### src/rtl/fetch_inst_queue.sv
// fetch_inst_queue: circular buffer of fetch groups between fetch and pre-decode.
// Define FETCH_QUEUE_BYPASS_EN to pass an incoming group straight to deq_* while the queue is empty.
module fetch_inst_queue #(
    parameter int FETCH_WIDTH = 2,
    parameter int DEPTH       = 4,
    parameter int BRPRED_W    = 64,
    parameter int CNT_W       = $clog2(DEPTH + 1)
) (
    input  logic                          clk,
    input  logic                          rst,
    input  logic                          flush,
    input  logic [FETCH_WIDTH-1:0]        enq_lane_valid,
    input  logic [FETCH_WIDTH*32-1:0]     enq_pc,
    input  logic [FETCH_WIDTH*32-1:0]     enq_insn,
    input  logic [FETCH_WIDTH*BRPRED_W-1:0] enq_brpred,
    output logic                          enq_ready,
    output logic [FETCH_WIDTH-1:0]        deq_lane_valid,
    output logic [FETCH_WIDTH*32-1:0]     deq_pc,
    output logic [FETCH_WIDTH*32-1:0]     deq_insn,
    output logic [FETCH_WIDTH*BRPRED_W-1:0] deq_brpred,
    output logic                          deq_valid,
    input  logic                          deq_ready,
    output logic [CNT_W-1:0]              count
);
    localparam int PTR_W = $clog2(DEPTH);

    logic [FETCH_WIDTH-1:0]          laneValidMem [DEPTH];
    logic [FETCH_WIDTH*32-1:0]       pcMem        [DEPTH];
    logic [FETCH_WIDTH*32-1:0]       insnMem      [DEPTH];
    logic [FETCH_WIDTH*BRPRED_W-1:0] brpredMem    [DEPTH];
    logic [PTR_W-1:0]                headPtr, tailPtr;
    logic enqFire, deqFire, bypass, memWrite, memRead;

    assign enq_ready = count != CNT_W'(DEPTH);
    assign enqFire   = (|enq_lane_valid) && enq_ready && !flush;

`ifdef FETCH_QUEUE_BYPASS_EN
    assign bypass         = enqFire && count == '0;
    assign deq_lane_valid = !deq_valid ? '0 : bypass ? enq_lane_valid : laneValidMem[headPtr];
    assign deq_pc         = bypass ? enq_pc : pcMem[headPtr];
    assign deq_insn       = bypass ? enq_insn : insnMem[headPtr];
    assign deq_brpred     = bypass ? enq_brpred : brpredMem[headPtr];
`else
    assign bypass         = 1'b0;
    assign deq_lane_valid = deq_valid ? laneValidMem[headPtr] : '0;
    assign deq_pc         = pcMem[headPtr];
    assign deq_insn       = insnMem[headPtr];
    assign deq_brpred     = brpredMem[headPtr];
`endif

    assign deq_valid = !flush && (count != '0 || bypass);
    assign deqFire   = deq_valid && deq_ready;
    // A bypassed group that is consumed immediately never touches storage.
    assign memWrite  = enqFire && !(bypass && deq_ready);
    assign memRead   = deqFire && !bypass;

    always_ff @(posedge clk) begin
        if (rst || flush) begin
            headPtr <= '0;
            tailPtr <= '0;
            count   <= '0;
        end else begin
            if (memWrite) tailPtr <= tailPtr + PTR_W'(1);
            if (memRead) headPtr <= headPtr + PTR_W'(1);
            if (memWrite && !memRead) count <= count + CNT_W'(1);
            else if (memRead && !memWrite) count <= count - CNT_W'(1);
        end
    end

    always_ff @(posedge clk) begin
        if (memWrite) begin
            laneValidMem[tailPtr] <= enq_lane_valid;
            pcMem[tailPtr]        <= enq_pc;
            insnMem[tailPtr]      <= enq_insn;
            brpredMem[tailPtr]    <= enq_brpred;
        end
    end
endmodule

### config.mk
export PLATFORM = sky130hd
export DESIGN_NAME = fetch_inst_queue
export DESIGN_NICKNAME = d
export VERILOG_FILES = /design/src/rtl/fetch_inst_queue.sv
export SDC_FILE = /design/constraint.sdc
export NUM_CORES = 1
export LEC_CHECK = 0
export ABC_AREA = 0
export BUFFER_PORTS_ARGS = -buffer_cell sky130_fd_sc_hd__buf_4
export CAP_MARGIN = 10
export CELL_PAD_IN_SITES_DETAIL_PLACEMENT = 1
export CELL_PAD_IN_SITES_GLOBAL_PLACEMENT = 1
export CORE_MARGIN = 2
export CORE_UTILIZATION = 50
export CTS_BUF_LIST = sky130_fd_sc_hd__clkbuf_4
export DETAILED_ROUTE_END_ITERATION = 8
export GPL_TIMING_DRIVEN = 0
export PLACE_DENSITY = 0.89
export REMOVE_ABC_BUFFERS = 1
export SYNTH_ARGS = -nofsm -noshare
export SYNTH_HDL_FRONTEND = slang
export SYNTH_SLANG_ARGS = --single-unit
### constraint.sdc
create_clock -name clk -period 21.2 [get_ports clk]
set_input_delay 5.3 -clock clk [delete_from_list [all_inputs] [get_ports clk]]
set_output_delay 5.3 -clock clk [all_outputs]
set_load 0.03 [all_outputs]
**Word level (Yosys, flattened, before mapping)**

Memory sizes are Yosys's and may differ from the RTL's. A register that Yosys moved wholly into a read port is not among the register bits.
Cells that the tools add are included.

- Register bits after elaboration: 7
- Latch bits: 0
- Bits in writable memories: 1032
- ROM bits: 0
- Input port bits: 262
- Output and inout bits: 263
- Logic and storage cells: 38
- Memories kept: 4

- $add $sub $neg: 4
- $mul: 0
- Divide/modulo/power cells: 0
- Magnitude comparators: 0
- Eq/ne operators: 1
- Shifts and indexed selects: 0
- Muxes and demuxes: 13
- Bitwise gates (word level): 0
- Reduce and logical (&&, ||, !) cells: 13

Memories:

| name | words | width | rd ports | clocked after memory_dff | wr ports | RTL line | RTL |
|---|---|---|---|---|---|---|---|
| brpredMem | 4 | 128 | 1 | 1 | 1 | 30 | `logic [FETCH_WIDTH*BRPRED_W-1:0] brpredMem [DEPTH];` |
| insnMem | 4 | 64 | 1 | 1 | 1 | 29 | `logic [FETCH_WIDTH*32-1:0] insnMem [DEPTH];` |
| pcMem | 4 | 64 | 1 | 1 | 1 | 28 | `logic [FETCH_WIDTH*32-1:0] pcMem [DEPTH];` |
| laneValidMem | 4 | 2 | 1 | 1 | 1 | 27 | `logic [FETCH_WIDTH-1:0] laneValidMem [DEPTH];` |

Operators by type and width:

| cell | count |
|---|---|
| two-way mux 2 bit | 9 |
| logical AND 1 bit | 6 |
| two-way mux 3 bit | 2 |
| adder 2 x 1 -> 2 bit, second input constant | 2 |
| adder 3 x 1 -> 3 bit, second input constant | 1 |
| zero test 1 bit | 3 |
| inequality test 3 bit, second input constant | 1 |
| nonzero test 3 bit | 1 |
| subtractor 3 x 1 -> 3 bit, second input constant | 1 |
| two-way mux 1 bit | 2 |
| nonzero test 2 bit | 1 |
| OR reduction 2 bit | 1 |
| logical OR 1 bit | 1 |

**Longest topological paths before layout**

- Depth after elaboration: 7
- Mapped depth: 9
- Gate-level depth less buffers: 9

**Worst setup path before layout**

No wires, ideal clock.

- Path type: input to register
- Start: in flush
- End: mem brpredMem[0][0] in the netlist's numbering, enable pin
- Setup time: 652 ps
- Arrival time: 11483 ps
- Required time: 20548 ps
- Slack: 9065 ps
- Stages on the path: 2
- Path buffers: 0
- Path through: o21ba_2 and3_1

- Longest elaborated chain between the ends: 4

RTL lines:

| what | RTL line | RTL |
|---|---|---|
| from (decl) | 11 | `input logic flush,` |
| zero test 1 bit | 35 | `assign enqFire = (\|enq_lane_valid) && enq_ready && !flush;` |
| logical AND 1 bit | 35 |  |
| two-way mux 1 bit | 71 | `if (memWrite) begin` |
| two-way mux 1 bit (implied by the code) | 75 | `brpredMem[tailPtr] <= enq_brpred;` |
| to (decl) | 30 |  |

No other way between the ends.

**Worst setup path in the final report**

- Start: in flush
- End: out deq_lane_valid[0]

- Longest elaborated chain between the ends: 3

RTL lines:

| what | RTL line | RTL |
|---|---|---|
| zero test 1 bit | 51 | `assign deq_valid = !flush && (count != '0 \|\| bypass);` |
| logical AND 1 bit | 51 |  |
| two-way mux 2 bit | 45 | `assign deq_lane_valid = deq_valid ? laneValidMem[headPtr] : '0;` |
| to (decl) | 17 | `output logic [FETCH_WIDTH-1:0] deq_lane_valid,` |

No other way between the ends.

==> results by group <==
Status
  – Outcome: completed

STA
  – Worst slew margin: 38.1%
  – Setup TNS: 0 ns
  – Fin. Hold Viols: 0
  – Final Max Tran Viols: 0
  – Final worst setup slack: 9.69 ns
  – Final Hold Slack: 0.594 ns
  – Slew of the pin with the lowest slew margin: 0.928 ns
  – Period utilisation layout: 54.3%
  – RSZ-0062 raised after global routing: no
  – # setup viols final: 0
  – Max Freq: 0.0869 GHz
  – Final Skew: 0.127 ns
  – Crit path time final: 11.51 ns

Floorplan
  – Core ar.: 75,800 um2
  – # rows: 101
  – Die X: 280 um
  – Initial Util: 50.4%
  – # IOs: 525
  – Die Y: 280 um
  – Die area: 78,600 um2

Clock network
  – Clk sink count: 1,041
  – Post-CTS setup buffer count: 0
  – Htree depth: 5
  – Later-pin clock latency in the skew report: 1.12 ns
  – Num CTS Buffers: 282
  – CTS max path bufs: 4
  – Resize count post-CTS: 0
  – # hold bufs at CTS: 0
  – CTS tree: built
  – Root buffer cell: clkbuf_4
  – Clock Pin Slew Worst Setup and Hold Paths: 0.07 ns

Drt
  – Post-DR vias/cell: 5.59
  – DRC marker count from the first detailed-route iteration: 1,292
  – Drt total wl: 94.4 mm
  – DRC: 0
  – WL/cell: 28.3 um
  – Via count: 18,700
  – Drt pass-1 iters: 7
  – Antenna Nets Post-Route: 0

Logic synthesis
  – Syn Std Cell Area: 38,200 um2
  – Seq cells post-synth: 1,041
  – Synth cell types: 28
  – Yosys warns: 0
  – Syn Inst Count: 1,405
  – Post-synthesis sequential area ratio: 81.6%
  – Avg Inst Size Synth: 27.2 um2

Global routing
  – Largest net degree at the start of global routing: 66
  – Vias in the first global route: 21,200
  – Initial antenna violation count: 13
  – All-layer global routing usage: 24.2%
  – GRT overflow: 0
  – First-pass GRT wire length: 137 mm

Power
  – Pwr Density: 93.2 nW/um2
  – Sw frac: 23.2%
  – Combinational power share: 7.2%
  – Pwr Total: 4.38 mW
  – Seq pwr share: 53.2%
  – Clk pwr share: 39.6%
  – Pint: 3.36 mW
  – Switching power: 1.02 mW
  – Leakage dissipation: 16.1 nW
  – Maximum vdd drop: 62.8 uV

Finish
  – Fin nets: 2,449
  – Layout area overhead: 23.1%
  – Register area: 31,200 um2
  – Multi-input combinational cell area: 6560 um2
  – Layout cell share with drive strength beyond 1: 47.5%
  – Filler cells: 6,222
  – Final instance area: 47,000 um2
  – Finished Core Util: 62.0%
  – Count of non-filler cells in the finished layout: 3,336

Critical path
  – CP required: 15.90 ns
  – CP Capture Type: primary output
  – Crit start category: primary input
  – Critical path fanouts, max: 6
  – FF-to-FF setup slack: 18.23 ns
  – CP Class: primary input to primary output
  – Crit path DAT: 6.21 ns

Run
  – Max Cap Violations: 0

Hold path
  – Hold Crit Class: flip-flop to flip-flop

Place
  – Dpl hpwl: 55.8 mm
  – Post-place setup slack: 9.77 ns
  – Routability cong.: 0.750
  – Placed Area: 43,600 um2
  – Port buffer count: 524
  – Placed Instances: 2,875
## area by class of cell
type,count,area share [%]
clock buffers,394,6.29
well taps,978,2.60
diodes,13,0.0692
flip-flops and latches,1041,66.3
inverters,4,0.0319
clock inverters,54,0.798
repair buffers,551,9.93
multi-input cells,301,14.0
## worst max-delay path: stages
cell and delay, ns:
buf_4 0.14, nor2_1 0.35, and2_1 0.23, buf_4 0.18
## state kept, by name, summed over array words and instances, names as in the netlist, named ones only
name	count
brpredMem	512
insnMem	256
pcMem	256
laneValidMem	8
count	3
headPtr	2
tailPtr	2
## synthesized netlist by cell type (all sizes together)
library cell | count | area share [%]
nor2 | 4 | 0.039
o21bai | 1 | 0.020
o21ai | 5 | 0.066
nor3b | 1 | 0.020
xor2 | 2 | 0.046
or2 | 1 | 0.016
clkbuf | 6 | 0.059
nand2b | 1 | 0.016
and3 | 4 | 0.066
edfxtp | 1032 | 81
nand3b | 1 | 0.020
inv | 4 | 0.039
a21oi | 6 | 0.079
o21ba | 1 | 0.026
fa | 1 | 0.052
nand3 | 2 | 0.026
nor3 | 1 | 0.013
buf | 53 | 1.2
mux2i | 1 | 0.026
mux4 | 258 | 16
ha | 5 | 0.16
and2 | 2 | 0.033
or3 | 3 | 0.049
dfxtp | 9 | 0.47
nand2 | 1 | 0.0098
## cells by family (layout without fill, tap and decap cells)
| group | Yosys count | in the layout | share of synthesized area [%] |
|---|---|---|---|
| AOI/OAI and AO/OA | 13 | 13 | 0.190 |
| xor gates and xnor gates | 2 | 2 | 0.0459 |
| adders and majority gates | 6 | 6 | 0.216 |
| buffers and inverters | 63 | 1003 | 1.25 |
| DFF | 1041 | 1041 | 81.6 |
| muxes | 259 | 259 | 16.4 |
| other | 0 | 13 | 0 |
| and+or+nand+nor | 21 | 21 | 0.308 |
## layer usage
metal  up-vias  part of all wire (%)  track usage (%)
li1       7921                     -                -
met1      9712                    35             26.7
met2       793                    54             42.2
met3       223                   8.1             8.35
met4        10                   3.3             11.2
met5         -                 0.074                0
## power groups by stage
stage               Combinational, mW  Clock (mW)  Sequential (mW)
floorplan                       0.152           0             2.39
global placement                0.292           0             2.40
detailed placement              0.312           0             2.38
CTS                             0.317        1.79             2.33
global route                    0.329        1.88             2.33
finish                          0.314        1.73             2.33
## layout by cell type (no fill, tap or decap), drive strengths merged, types with 2 or more instances in the layout
| master | instances |
|---|---|
| diode | 13 |
| or3 | 3 |
| ha | 5 |
| clkbuf | 394 |
| and3 | 4 |
| edfxtp | 1032 |
| mux4 | 258 |
| inv | 9 |
| o21ai | 5 |
| dfxtp | 9 |
| nand3 | 2 |
| clkinv | 42 |
| buf | 551 |
| bufinv | 6 |
| nor2 | 4 |
| xor2 | 2 |
| a21oi | 6 |
| and2 | 2 |
## final timing paths
path / start / end / cells past startpoint
worst max-delay path: flush / deq_lane_valid[0] / 4
worst min-delay path: count[2] / count[2] / 2
worst max register to register: count[0] / insnMem[3][44] / 5
worst min register to register: count[2] / count[2] / 2
No activity file was read; power rests on OpenSTA's default activity.
